`src/rtl/cla_wide_sequencer_pkg.sv`:
```
// Shared types and constants for the limb-serial multi-precision adder.
// Imported by the top module; the adder sub-module is self-contained.
package cla_seq_pkg;

    localparam int LIMB_W = 16;

    typedef enum logic [1:0] {
        IDLE = 2'd0,
        RUN  = 2'd1,
        DONE = 2'd2
    } state_t;

    // Limb index width; a single-limb build still needs one bit of index.
    function automatic int idx_w(input int words);
        return (words > 1) ? $clog2(words) : 1;
    endfunction

endpackage

```
`src/rtl/cla_wide_sequencer_cla16.sv`:
```
// 16-bit carry-lookahead adder: four 4-bit lookahead groups chained by
// group generate/propagate. Signed overflow is reported only when sign=1.
module CLA_16bit (
    input  logic [15:0] a,
    input  logic [15:0] b,
    input  logic        cin,
    input  logic        control,
    input  logic        sign,
    output logic [15:0] sum,
    output logic        cout,
    output logic        OF
);

    logic [15:0] bx_s;
    logic [15:0] p_s;
    logic [15:0] g_s;
    logic [16:0] c_s;
    logic        gg_s;
    logic        pg_s;
    logic        cg_s;

    // Lookahead carry network, sum and overflow.
    always_comb begin
        bx_s = b ^ {16{control}};
        p_s  = a ^ bx_s;
        g_s  = a & bx_s;
        c_s  = 17'd0;
        gg_s = 1'b0;
        pg_s = 1'b0;
        cg_s = 1'b0;
        c_s[0] = cin;
        for (int k = 0; k < 4; k++) begin
            cg_s = c_s[4*k];
            c_s[4*k+1] = g_s[4*k] | (p_s[4*k] & cg_s);
            c_s[4*k+2] = g_s[4*k+1] | (p_s[4*k+1] & g_s[4*k])
                       | (p_s[4*k+1] & p_s[4*k] & cg_s);
            c_s[4*k+3] = g_s[4*k+2] | (p_s[4*k+2] & g_s[4*k+1])
                       | (p_s[4*k+2] & p_s[4*k+1] & g_s[4*k])
                       | (p_s[4*k+2] & p_s[4*k+1] & p_s[4*k] & cg_s);
            gg_s = g_s[4*k+3] | (p_s[4*k+3] & g_s[4*k+2])
                 | (p_s[4*k+3] & p_s[4*k+2] & g_s[4*k+1])
                 | (p_s[4*k+3] & p_s[4*k+2] & p_s[4*k+1] & g_s[4*k]);
            pg_s = &p_s[4*k +: 4];
            c_s[4*k+4] = gg_s | (pg_s & cg_s);
        end
        sum  = p_s ^ c_s[15:0];
        cout = c_s[16];
        if (sign) begin
            OF = (a[15] == bx_s[15]) & (sum[15] != a[15]);
        end else begin
            OF = 1'b0;
        end
    end

endmodule

```
`src/rtl/cla_wide_sequencer.sv`:
```
// Multi-precision add/subtract that walks one 16-bit CLA across WORDS limbs,
// LSB limb first, chaining the carry through a register between limbs.
module cla_wide_sequencer
    import cla_seq_pkg::*;
#(
    parameter int WORDS = 4
) (
    input  logic                    clk,
    input  logic                    rst_n,
    input  logic                    in_valid,
    output logic                    in_ready,
    input  logic [LIMB_W*WORDS-1:0] in_a,
    input  logic [LIMB_W*WORDS-1:0] in_b,
    input  logic                    in_sub,
    input  logic                    in_sign,
    output logic                    out_valid,
    input  logic                    out_ready,
    output logic [LIMB_W*WORDS-1:0] out_sum,
    output logic                    out_cout,
    output logic                    out_of,
    output logic                    busy
);

    localparam int IDX_W = idx_w(WORDS);
    localparam logic [IDX_W-1:0] LAST_IDX = IDX_W'(WORDS - 1);

    state_t                          state_r;
    logic [IDX_W-1:0]                idx_r;
    logic [WORDS-1:0][LIMB_W-1:0]    a_r;
    logic [WORDS-1:0][LIMB_W-1:0]    b_r;
    logic [WORDS-1:0][LIMB_W-1:0]    sum_r;
    logic                            sub_r;
    logic                            sign_r;
    logic                            carry_r;
    logic                            cout_r;
    logic                            of_r;
    logic                            in_ready_r;
    logic                            out_valid_r;
    logic                            busy_r;

    logic                            last_s;
    logic [LIMB_W-1:0]               add_a_s;
    logic [LIMB_W-1:0]               add_b_s;
    logic                            add_sign_s;
    logic [LIMB_W-1:0]               add_sum_s;
    logic                            add_cout_s;
    logic                            add_of_s;
    logic                            flag_s;

    // Limb select; subtraction inverts B here so the adder always adds.
    always_comb begin
        last_s     = (idx_r == LAST_IDX);
        add_a_s    = a_r[idx_r];
        add_b_s    = b_r[idx_r] ^ {LIMB_W{sub_r}};
        if (last_s) begin
            add_sign_s = sign_r;
        end else begin
            add_sign_s = 1'b0;
        end
        if (sign_r) begin
            flag_s = add_of_s;
        end else begin
            flag_s = add_cout_s ^ sub_r;
        end
    end

    CLA_16bit u_cla (
        .a       (add_a_s),
        .b       (add_b_s),
        .cin     (carry_r),
        .control (1'b0),
        .sign    (add_sign_s),
        .sum     (add_sum_s),
        .cout    (add_cout_s),
        .OF      (add_of_s)
    );

    // Sequencer FSM with registered handshake and result outputs.
    always_ff @(posedge clk or negedge rst_n) begin
        if (!rst_n) begin
            state_r     <= IDLE;
            idx_r       <= '0;
            a_r         <= '0;
            b_r         <= '0;
            sum_r       <= '0;
            sub_r       <= 1'b0;
            sign_r      <= 1'b0;
            carry_r     <= 1'b0;
            cout_r      <= 1'b0;
            of_r        <= 1'b0;
            in_ready_r  <= 1'b1;
            out_valid_r <= 1'b0;
            busy_r      <= 1'b0;
        end else begin
            case (state_r)
                IDLE: begin
                    if (in_valid) begin
                        a_r        <= in_a;
                        b_r        <= in_b;
                        sub_r      <= in_sub;
                        sign_r     <= in_sign;
                        idx_r      <= '0;
                        carry_r    <= in_sub;
                        in_ready_r <= 1'b0;
                        busy_r     <= 1'b1;
                        state_r    <= RUN;
                    end else begin
                        state_r    <= IDLE;
                    end
                end
                RUN: begin
                    sum_r[idx_r] <= add_sum_s;
                    carry_r      <= add_cout_s;
                    if (last_s) begin
                        cout_r      <= add_cout_s;
                        of_r        <= flag_s;
                        out_valid_r <= 1'b1;
                        state_r     <= DONE;
                    end else begin
                        idx_r       <= idx_r + IDX_W'(1);
                    end
                end
                DONE: begin
                    if (out_ready) begin
                        out_valid_r <= 1'b0;
                        in_ready_r  <= 1'b1;
                        busy_r      <= 1'b0;
                        state_r     <= IDLE;
                    end else begin
                        state_r     <= DONE;
                    end
                end
                default: begin
                    out_valid_r <= 1'b0;
                    in_ready_r  <= 1'b1;
                    busy_r      <= 1'b0;
                    state_r     <= IDLE;
                end
            endcase
        end
    end

    assign in_ready  = in_ready_r;
    assign out_valid = out_valid_r;
    assign out_sum   = sum_r;
    assign out_cout  = cout_r;
    assign out_of    = of_r;
    assign busy      = busy_r;

endmodule

```
`config.mk`:
```
export PLATFORM = sky130hd
export DESIGN_NAME = cla_wide_sequencer
export DESIGN_NICKNAME = d
export VERILOG_FILES = /design/src/rtl/cla_wide_sequencer_pkg.sv /design/src/rtl/cla_wide_sequencer_cla16.sv /design/src/rtl/cla_wide_sequencer.sv
export SDC_FILE = /design/constraint.sdc
export NUM_CORES = 1
export LEC_CHECK = 0
export CORE_AREA = 2 2 138 140
export DETAILED_ROUTE_END_ITERATION = 12
export DIE_AREA = 0 0 140 142
export PLACE_DENSITY = 0.79
export SLEW_MARGIN = 40
export SYNTH_ARGS = -nofsm -noshare
export SYNTH_HDL_FRONTEND = slang
export SYNTH_SLANG_ARGS = --single-unit
export TNS_END_PERCENT = 10
```
`constraint.sdc`:
```
create_clock -name clk -period 5.4 [get_ports clk]
set_input_delay 0.54 -clock clk [delete_from_list [all_inputs] [get_ports clk]]
set_output_delay 0.54 -clock clk [all_outputs]
set_load 0.05 [all_outputs]
```
After elaboration in Yosys (flattened, before gate mapping)
Index checks and enable logic that the tools add are counted.
{ "op_classes": {"n_mul": 0, "bitwise_logic": 108, "muxes": 27, "div": 0, "magnitude_cmp": 2, "n_eq_ne": 9, "n_reduce_logical": 13, "add_sub_neg": 1, "shift": 0} }
{ "op_table": {"columns": ["op", "n"], "rows": [
  ["16-bit binary-select mux with 2-bit select", 2],
  ["64-bit bitwise mux", 1],
  ["1-bit AND", 61],
  ["16-bit two-way mux", 3],
  ["16-bit bitwise XOR", 3],
  ["1-bit bitwise OR", 40],
  ["16-bit demux with 2-bit select", 1],
  ["16-bit AND", 1],
  ["4-bit AND reduction", 4],
  ["1-bit two-way mux", 10],
  ["1-bit one-hot mux with 3 select lines", 3],
  ["3-bit AND reduction", 3],
  ["2-bit two-way mux", 4],
  ["2-bit != test (second input constant)", 4],
  ["2-bit one-hot mux with 3 select lines", 1],
  ["2-bit AND reduction", 3],
  ["2-bit equality test (second input constant)", 2],
  ["2-bit one-hot mux with 2 select lines", 1],
  ["2-bit by 3-bit less-than comparator with 1-bit output (second input constant)", 1],
  ["2-bit by 1-bit adder with 2-bit output (second input constant)", 1],
  ["2-bit by 1-bit equality test with 1-bit output (second input constant)", 1],
  ["2-bit by 1-bit greater-or-equal comparator with 1-bit output (second input constant)", 1],
  ["2-bit zero test", 1],
  ["1-bit NOT", 2],
  ["6 further kinds", 6]
]} }
{ "totals": {"ff_bits": 204, "n_memories": 0, "output_inout_bits": 69, "romBits": 0, "ramBits": 0, "elab_cells": 182, "in_bits": 134, "latchBits": 0} }

Depth between registers and ports, before layout
Gate-level depths: netlist of the first run.
{ "depth": {"word_depth": 20, "mapped_depth": 14, "mapped_depth_nobuf": 12} }

By module
Synthesis of the first run repeated with hierarchy kept, for this count alone.
{ "unflattened": {"hier_cells": 645, "hier_area_um2": 9668.0} }
{ "by_module_without_submodules": {"columns": ["module", "instances", "cells_each", "area_each_um2", "seq_area_each_um2"], "rows": [
  ["cla_wide_sequencer", 1, 524, 8705.8, 5106.1],
  ["CLA_16bit", 1, 121, 962.2, 0.0]
]} }

Worst setup path before layout of the first run
OpenSTA, ideal clock, no wires.
{ "synth_path": {"path_kind": "register to register", "start": "register idx_r[0]", "end": "register sum_r (netlist bit out_sum[44])", "setup_ns": 0.083, "t_required_ns": 5.317, "path_buffers": 2, "path_stages_with_launch": 14, "period_less_slack_ns": 3.806, "t_arrival_ns": 3.724, "path_slack_ns": 1.594, "cell_sequence": "dfrtp_1 -> clkbuf_1 -> buf_2 -> mux4_2 -> xor2_1 -> ha_1 -> a211oi_2 -> o21bai_1 -> a21o_1 -> a31oi_1 -> nor3_1 -> nor2_1 -> fa_1 -> o21ai_0"} }
{ "synth_between": {"elab_chain_cells": 15, "elab_cells_between_ends": 47, "classes_between": "2 x order compare; 7 x mux; 34 x bitwise; 4 x reduce/logical"} }
{ "synth_rtl": {"columns": ["element", "line", "rtl"], "rows": [
  ["start: declaration", "cla_wide_sequencer.sv:28", "logic [IDX_W-1:0] idx_r;"],
  ["start signal: assignment", "cla_wide_sequencer.sv:120", "idx_r <= idx_r + IDX_W'(1);"],
  ["16-bit binary-select mux with 2-bit select", "cla_wide_sequencer.sv:54", "add_b_s = b_r[idx_r] ^ {LIMB_W{sub_r}};"],
  ["16-bit two-way mux (implied by the code)", "cla_wide_sequencer.sv:54", null],
  ["16-bit bitwise XOR", "cla_wide_sequencer.sv:54", null],
  ["16-bit bitwise XOR or 16-bit AND (tied branches)", "cla_wide_sequencer_cla16.sv:25, cla_wide_sequencer_cla16.sv:26", null],
  ["1-bit AND (on tied branches)", "cla_wide_sequencer_cla16.sv:40, cla_wide_sequencer_cla16.sv:41, cla_wide_sequencer_cla16.sv:42", null],
  ["1-bit bitwise OR (tied with other cells)", "cla_wide_sequencer_cla16.sv:40", "gg_s = g_s[4*k+3] | (p_s[4*k+3] & g_s[4*k+2])"],
  ["1-bit bitwise OR or 1-bit AND (tied branches)", "cla_wide_sequencer_cla16.sv:41, cla_wide_sequencer_cla16.sv:42", null],
  ["1-bit bitwise OR", "cla_wide_sequencer_cla16.sv:42", "| (p_s[4*k+3] & p_s[4*k+2] & p_s[4*k+1] & g_s[4*k]);"],
  ["1-bit bitwise OR", "cla_wide_sequencer_cla16.sv:44", "c_s[4*k+4] = gg_s | (pg_s & cg_s);"],
  ["1-bit AND", "cla_wide_sequencer_cla16.sv:44", null],
  ["1-bit bitwise OR", "cla_wide_sequencer_cla16.sv:44", null],
  ["1-bit AND", "cla_wide_sequencer_cla16.sv:44", null],
  ["1-bit bitwise OR", "cla_wide_sequencer_cla16.sv:44", null],
  ["16-bit bitwise XOR", "cla_wide_sequencer_cla16.sv:46", "sum = p_s ^ c_s[15:0];"],
  ["64-bit bitwise mux (*)", "cla_wide_sequencer.sv:112", "sum_r[idx_r] <= add_sum_s;"],
  ["end signal: indexed assignment", "cla_wide_sequencer.sv:112", null],
  ["end: declaration", "cla_wide_sequencer.sv:31", "logic [WORDS-1:0][LIMB_W-1:0] sum_r;"]
]} }
Mark *: on every way between the ends. The rest lies on a longest branch, timed or not. The select of a mux whose other input is x is not followed.
A chain may end at the register's enable or synchronous reset.

Worst setup path after layout of the first run
Ends and elaborated chain as after synthesis.

==> qor.yml, run 1 <==
die:
  num_rows: 50
  dieArea_um2: 19880
  core_um2: 18460
  start_util_pct: 49.20
  ioPinCount: 203
  die-height_um: 142
  fp.dieW_um: 140
timing:
  post-route-min-period_ns: 3.920
  finalClockSkew_ns: 0.01062
  fmax_mhz: 255.1
  final-max-slew-violation-count: 0
  layout_worst_path_cycle_share_pct: 72.60
  fin_tns_setup_ns: 0
  worstMarginPinSlew_ns: 0.8185
  setup_viol: 0
  relSlewSlack_pct: 45.43
  rsz0062_at_grt: "false"
  final_hold_viol_count: 0
drt:
  drc: 18
  drt-pass1-iter-count: 9
  via_per_inst: 5.370
  routed_wirelength_um: 21000
  drt_iter0_markers: 318
  detail_route.wl_per_cell_um: 18.88
  ant_nets: 0
  via_count: 5971
clock_network:
  holdBufCountCts: 0
  h-tree-depth: 1
  cts_tree: "done"
  post_cts_resize_count: 0
  insertion_delay_ns: 0.50
  cts_root_buf: "clkbuf_16"
  clk_pin_slew_worst_paths_ns: 0.06
  cts_made_buffers: 21
  cts_buffer_depth: 3
  cts.sinks: 204
  cts_setup_buffers: 0
grt:
  grtUsageTotal_pct: 21.68
  grt_max_degree: 133
  grt_pass1_wl_um: 33970
  grt_remaining_overflow: 0
  grt_pass1_vias: 6219
  antenna_found_initial: 0
status:
  violations: "DRC"
  status: "complete, but fails checks"
critical_path:
  critPathCaptureType: "register"
  arrival_ns: 4.32
  cp-start-kind: "register"
  critPathMaxFanout: 29
  critPathRequiredTime_ns: 5.80
  crit_type: "reg -> reg"
yosys:
  synth.most_common_cell: "dfrtp_1"
  synthArstFlopShare_pct: 100.0
  yosys.area.top_type: "dfrtp_1"
  synth_warnings: 0
  yosys-top-cells-area: "dfrtp_1, mux2_2, mux4_2"
  synth_area_per_cell_um2: 13.55
  ys.flop_type: "dfrtp_1"
  yosysTopAreaCellShare_pct: 55.95
  syn_area_um2: 9080
  synth_nets: 828
  syn_inst: 670
  synth-seq-cells: 204
  ys_seq_area_share_pct: 56.24
  synth_edf_count: 0
  synth_common_cells: "dfrtp_1, mux2_2, nand2_1, o21ai_0, mux4_2"
  yosysUniqueCellTypes: 35
final_layout:
  regArea_um2: 5110
  area_growth_pct: 32.27
  num-nets-final: 1022
  drive_gt1_share_pct: 24.60
  fillers: 1373
  multiInputGateArea_um2: 3776
  n_antenna_cell: 0
min_path:
  hold_class: "in -> async"
placed_design:
  gp_congestion: 0.8013
  dp_hpwl_um: 15290
  io_buffers: 202
flow_run:
  cap_violations: 0
-- layout make-up --
class	instances	area share, %
multi-input combinational	414	31.44
timing repair buffer	209	17.50
tap	234	2.438
clock inverter	4	0.2188
inverter	14	0.4375
clock buffer	33	5.417
sequential	204	42.55
-- state kept, by name, summed over array words and instances (netlist names) --
| signal | count |
|---|---|
| a_r | 64 |
| b_r | 64 |
| out_sum | 64 |
| idx_r | 2 |
| state_r | 2 |
| busy | 1 |
| carry_r | 1 |
| in_ready | 1 |
| out_cout | 1 |
| out_of | 1 |
| out_valid | 1 |
| sign_r | 1 |
| sub_r | 1 |
-- critical path: stages (launching register included) --
cell      delay [ns]
dfrtp_4         0.77
buf_4           0.34
mux4_2          0.58
ha_1            0.35
a211oi_2        0.19
o21bai_1        0.12
a21o_1          0.23
a31oi_1         0.31
nor3_1          0.10
nor2_1          0.15
fa_1            0.48
o21ai_0         0.18
-- worst paths after layout --
path	startpoint	endpoint	slack, ns	depth (start not counted)
max	idx_r[0]	out_sum[44]	1.48	11
min	rst_n	a_r[3]	0.02	1
max reg2reg	idx_r[0]	out_sum[44]	1.48	11
min reg2reg	out_sum[4]	out_sum[4]	0.48	2
max in group asynchronous	rst_n	b_r[28]	4.33	2
min in group clk	out_sum[4]	out_sum[4]	0.48	2
-- kinds of logic after synthesis --
group           count (synthesis)  share of synthesized area [%]
flops                         204                          56.24
mux                           167                          24.67
compound gates                100                          6.242
simple gates                   94                          4.134
buf+inv                        52                          2.287
xor+xnor                       29                          2.797
fa+ha+maj                      24                          3.638
-- through the flow --
step	setup WS [ns]	std cells	hold slack [ns]	util [%]	instance area (um^2)
detailed placement	1.450	1075	0.4698	61.41	11330
global route	1.138	1112	0.06148	65.08	12010
floorplan	1.594	670	0.2444	-	9080
CTS	1.421	1112	0.06647	65.08	12010
global placement	1.276	1075	0.4617	61.29	11310
finish	1.480	1112	0.01598	65.08	12010
-- routing by layer --
metal  up-vias  global-route usage, %  part of all wire, %
met4         0                  6.007                  2.1
met5         -                      0                    0
met3        34                  3.634                  5.8
met2       197                  35.16                   47
li1       2767                      -                    -
met1      2973                  30.75                   45
-- placed cells by master (no fill, tap or decap), types with 3 or more instances in the layout --
master,count
fa_1,4
nand2_2,3
clkdlybuf4s50_1,201
buf_4,6
inv_1,14
o21ai_1,6
dfrtp_1,202
nor3_1,5
clkbuf_1,4
xnor2_1,7
clkbuf_8,8
a21oi_1,13
mux4_2,32
nor2_1,12
mux2_2,134
clkbuf_16,22
nand2_1,68
ha_1,20
xor2_1,22
o21ai_0,65
a21o_1,4
Power of run 1 is not shown: default switching activity piles up to over one toggle a cycle in this logic, so the estimate is an artifact.
==> inputs of run 2 (changes only) <==
--- a/config.mk
+++ b/config.mk
@@ -5,10 +5,10 @@
 export SDC_FILE = /design/constraint.sdc
 export NUM_CORES = 1
 export LEC_CHECK = 0
-export CORE_AREA = 2 2 138 140
+export CORE_AREA = 2 2 144 146
 export DETAILED_ROUTE_END_ITERATION = 12
-export DIE_AREA = 0 0 140 142
-export PLACE_DENSITY = 0.79
+export DIE_AREA = 0 0 146 148
+export PLACE_DENSITY = 0.76
 export SLEW_MARGIN = 40
 export SYNTH_ARGS = -nofsm -noshare
 export SYNTH_HDL_FRONTEND = slang
==> constraint.sdc (replaced) <==
create_clock -name clk -period 3.3 [get_ports clk]
set_input_delay 0.33 -clock clk [delete_from_list [all_inputs] [get_ports clk]]
set_output_delay 0.33 -clock clk [all_outputs]
set_load 0.05 [all_outputs]
==> run 2 against run 1 <==
Compared with the run above: the flow finishes with violations (setup timing); critical path depth is 3 higher; core utilization fell by 2.6 points; hold slack improved by 0.42 ns; final cell count rose by 6.3%; count of clock-buffer cells in the layout down 1; largest cell class unchanged; highest routed layer unchanged.
==> qor.yml, run 2 (synthesis results as in run 1) <==
timing:
  post-route-min-period_ns: 3.324
  setup_viol: 1
  final_hold_viol_count: 0
  fmax_mhz: 300.9
  finalClockSkew_ns: 0.01655
  worstMarginPinSlew_ns: 0.7491
  relSlewSlack_pct: 50.06
  worst_slack_ns: -0.02381
  final-max-slew-violation-count: 0
  rsz0062_at_grt: "true"
  layout_worst_path_cycle_share_pct: 100.7
drt:
  via_per_inst: 5.157
  ant_nets: 0
  drt-pass1-iter-count: 4
  drt_iter0_markers: 241
  drc: 0
  via_count: 6095
  routed_wirelength_um: 21770
  detail_route.wl_per_cell_um: 18.42
final_layout:
  fillers: 1569
  num-nets-final: 1057
  n_antenna_cell: 0
  stdcell_count: 1182
  area_growth_pct: 37.81
  layout_common_cells: "dfrtp_1, clkdlybuf4s50_1, mux2_2"
  drive_gt1_share_pct: 28.40
die:
  ioPinCount: 203
  num_rows: 52
  fp.dieW_um: 146
  start_util_pct: 45.31
  die-height_um: 148
  core_um2: 20040
  dieArea_um2: 21610
grt:
  grt_max_degree: 91
  antenna_found_initial: 0
  grt_remaining_overflow: 0
  grt_pass1_wl_um: 34920
  grtUsageTotal_pct: 20.46
  grt_pass1_vias: 6409
clock_network:
  cts_buffer_depth: 3
  h-tree-depth: 1
  clk_pin_slew_worst_paths_ns: 0.06
  cts_tree: "done"
  cts.sinks: 204
  cts_root_buf: "clkbuf_16"
  insertion_delay_ns: 0.50
  cts_made_buffers: 22
critical_path:
  critPathCaptureType: "register"
  crit_type: "reg -> reg"
  cp-start-kind: "register"
  arrival_ns: 3.69
  critPathRequiredTime_ns: 3.67
  critPathMaxFanout: 12
placed_design:
  dp_hpwl_um: 16190
  io_buffers: 202
  gp_congestion: 0.7911
  placed_cells: 1138
status:
  violations: "setup timing"
  status: "complete, but fails checks"
flow_run:
  cap_violations: 0
min_path:
  hold_class: "in -> reg"
==> run 2: worst max-delay path: stages, from the launching register on <==
cell and delay (ns):
dfrtp_2 0.39, buf_12 0.16, buf_12 0.12, mux4_2 0.53, xor2_1 0.18, ha_1 0.37, a21oi_2 0.14, o21ai_1 0.10
a22o_1 0.20, a41o_1 0.25, o41ai_4 0.22, buf_4 0.19, o21bai_1 0.09, mux2i_1 0.16, o21ai_1 0.09
==> run 2: path summary, 6_finish.rpt <==
kind / start / to / slack, ns / cells after the start
max: idx_r[0] / out_of / -0.02 / 14
min: in_a[49] / a_r[49] / 0.44 / 2
max reg2reg: idx_r[0] / out_of / -0.02 / 14
min reg2reg: out_sum[12] / out_sum[12] / 0.47 / 2
max in group asynchronous: rst_n / out_sum[61] / 1.98 / 3
min in group asynchronous: rst_n / out_sum[33] / 0.47 / 2
==> run 2: metrics by stage <==
| stage | cell area, um^2 | utilization, % | TNS (ns) | setup slack, ns | hold slack, ns |
|---|---|---|---|---|---|
| after floorplan | 9126 | - | 0 | 0.001569 | 0.03441 |
| after global placement | 11620 | 57.97 | -0.05345 | -0.02693 | 0.4458 |
| after detailed placement | 11620 | 57.97 | -0.9842 | -0.1157 | 0.4496 |
| after CTS | 12460 | 62.16 | -0.1361 | -0.04629 | 0.4234 |
| after global routing | 12510 | 62.44 | -2.002 | -0.1543 | 0.4301 |
| final | 12510 | 62.44 | -0.02381 | -0.02381 | 0.4369 |
==> run 2: timing repair <==
item,in CTS,in global routing
pin swaps,1,0
hold buffers,1,0
hold endpoints to repair,85,0
buffers inserted,4,2
cloned,0,0
endpoints found under the setup margin,28,39
gates resized for setup,6,21
==> run 2: per-layer routing <==
layer  global-route usage, %  vias up  part of all wire [%]
met1                   28.66     3032                    45
met2                   32.97      202                    47
met3                   3.981       31                   6.0
li1                        -     2830                     -
met4                   5.728        0                   2.4
met5                       0        -                     0
==> run 2: cell type report <==
cell class | count | area, um^2 | area share (%)
flip-flops and latches | 204 | 5109 | 40.83
clock inverters | 5 | 52.55 | 0.4200
inverters | 14 | 52.55 | 0.4200
multi-input cells | 414 | 3859 | 30.84
clock buffers | 32 | 679.4 | 5.429
repair buffers | 243 | 2424 | 19.37
well taps | 270 | 337.8 | 2.700
Power of run 2 is left out for the same reason.
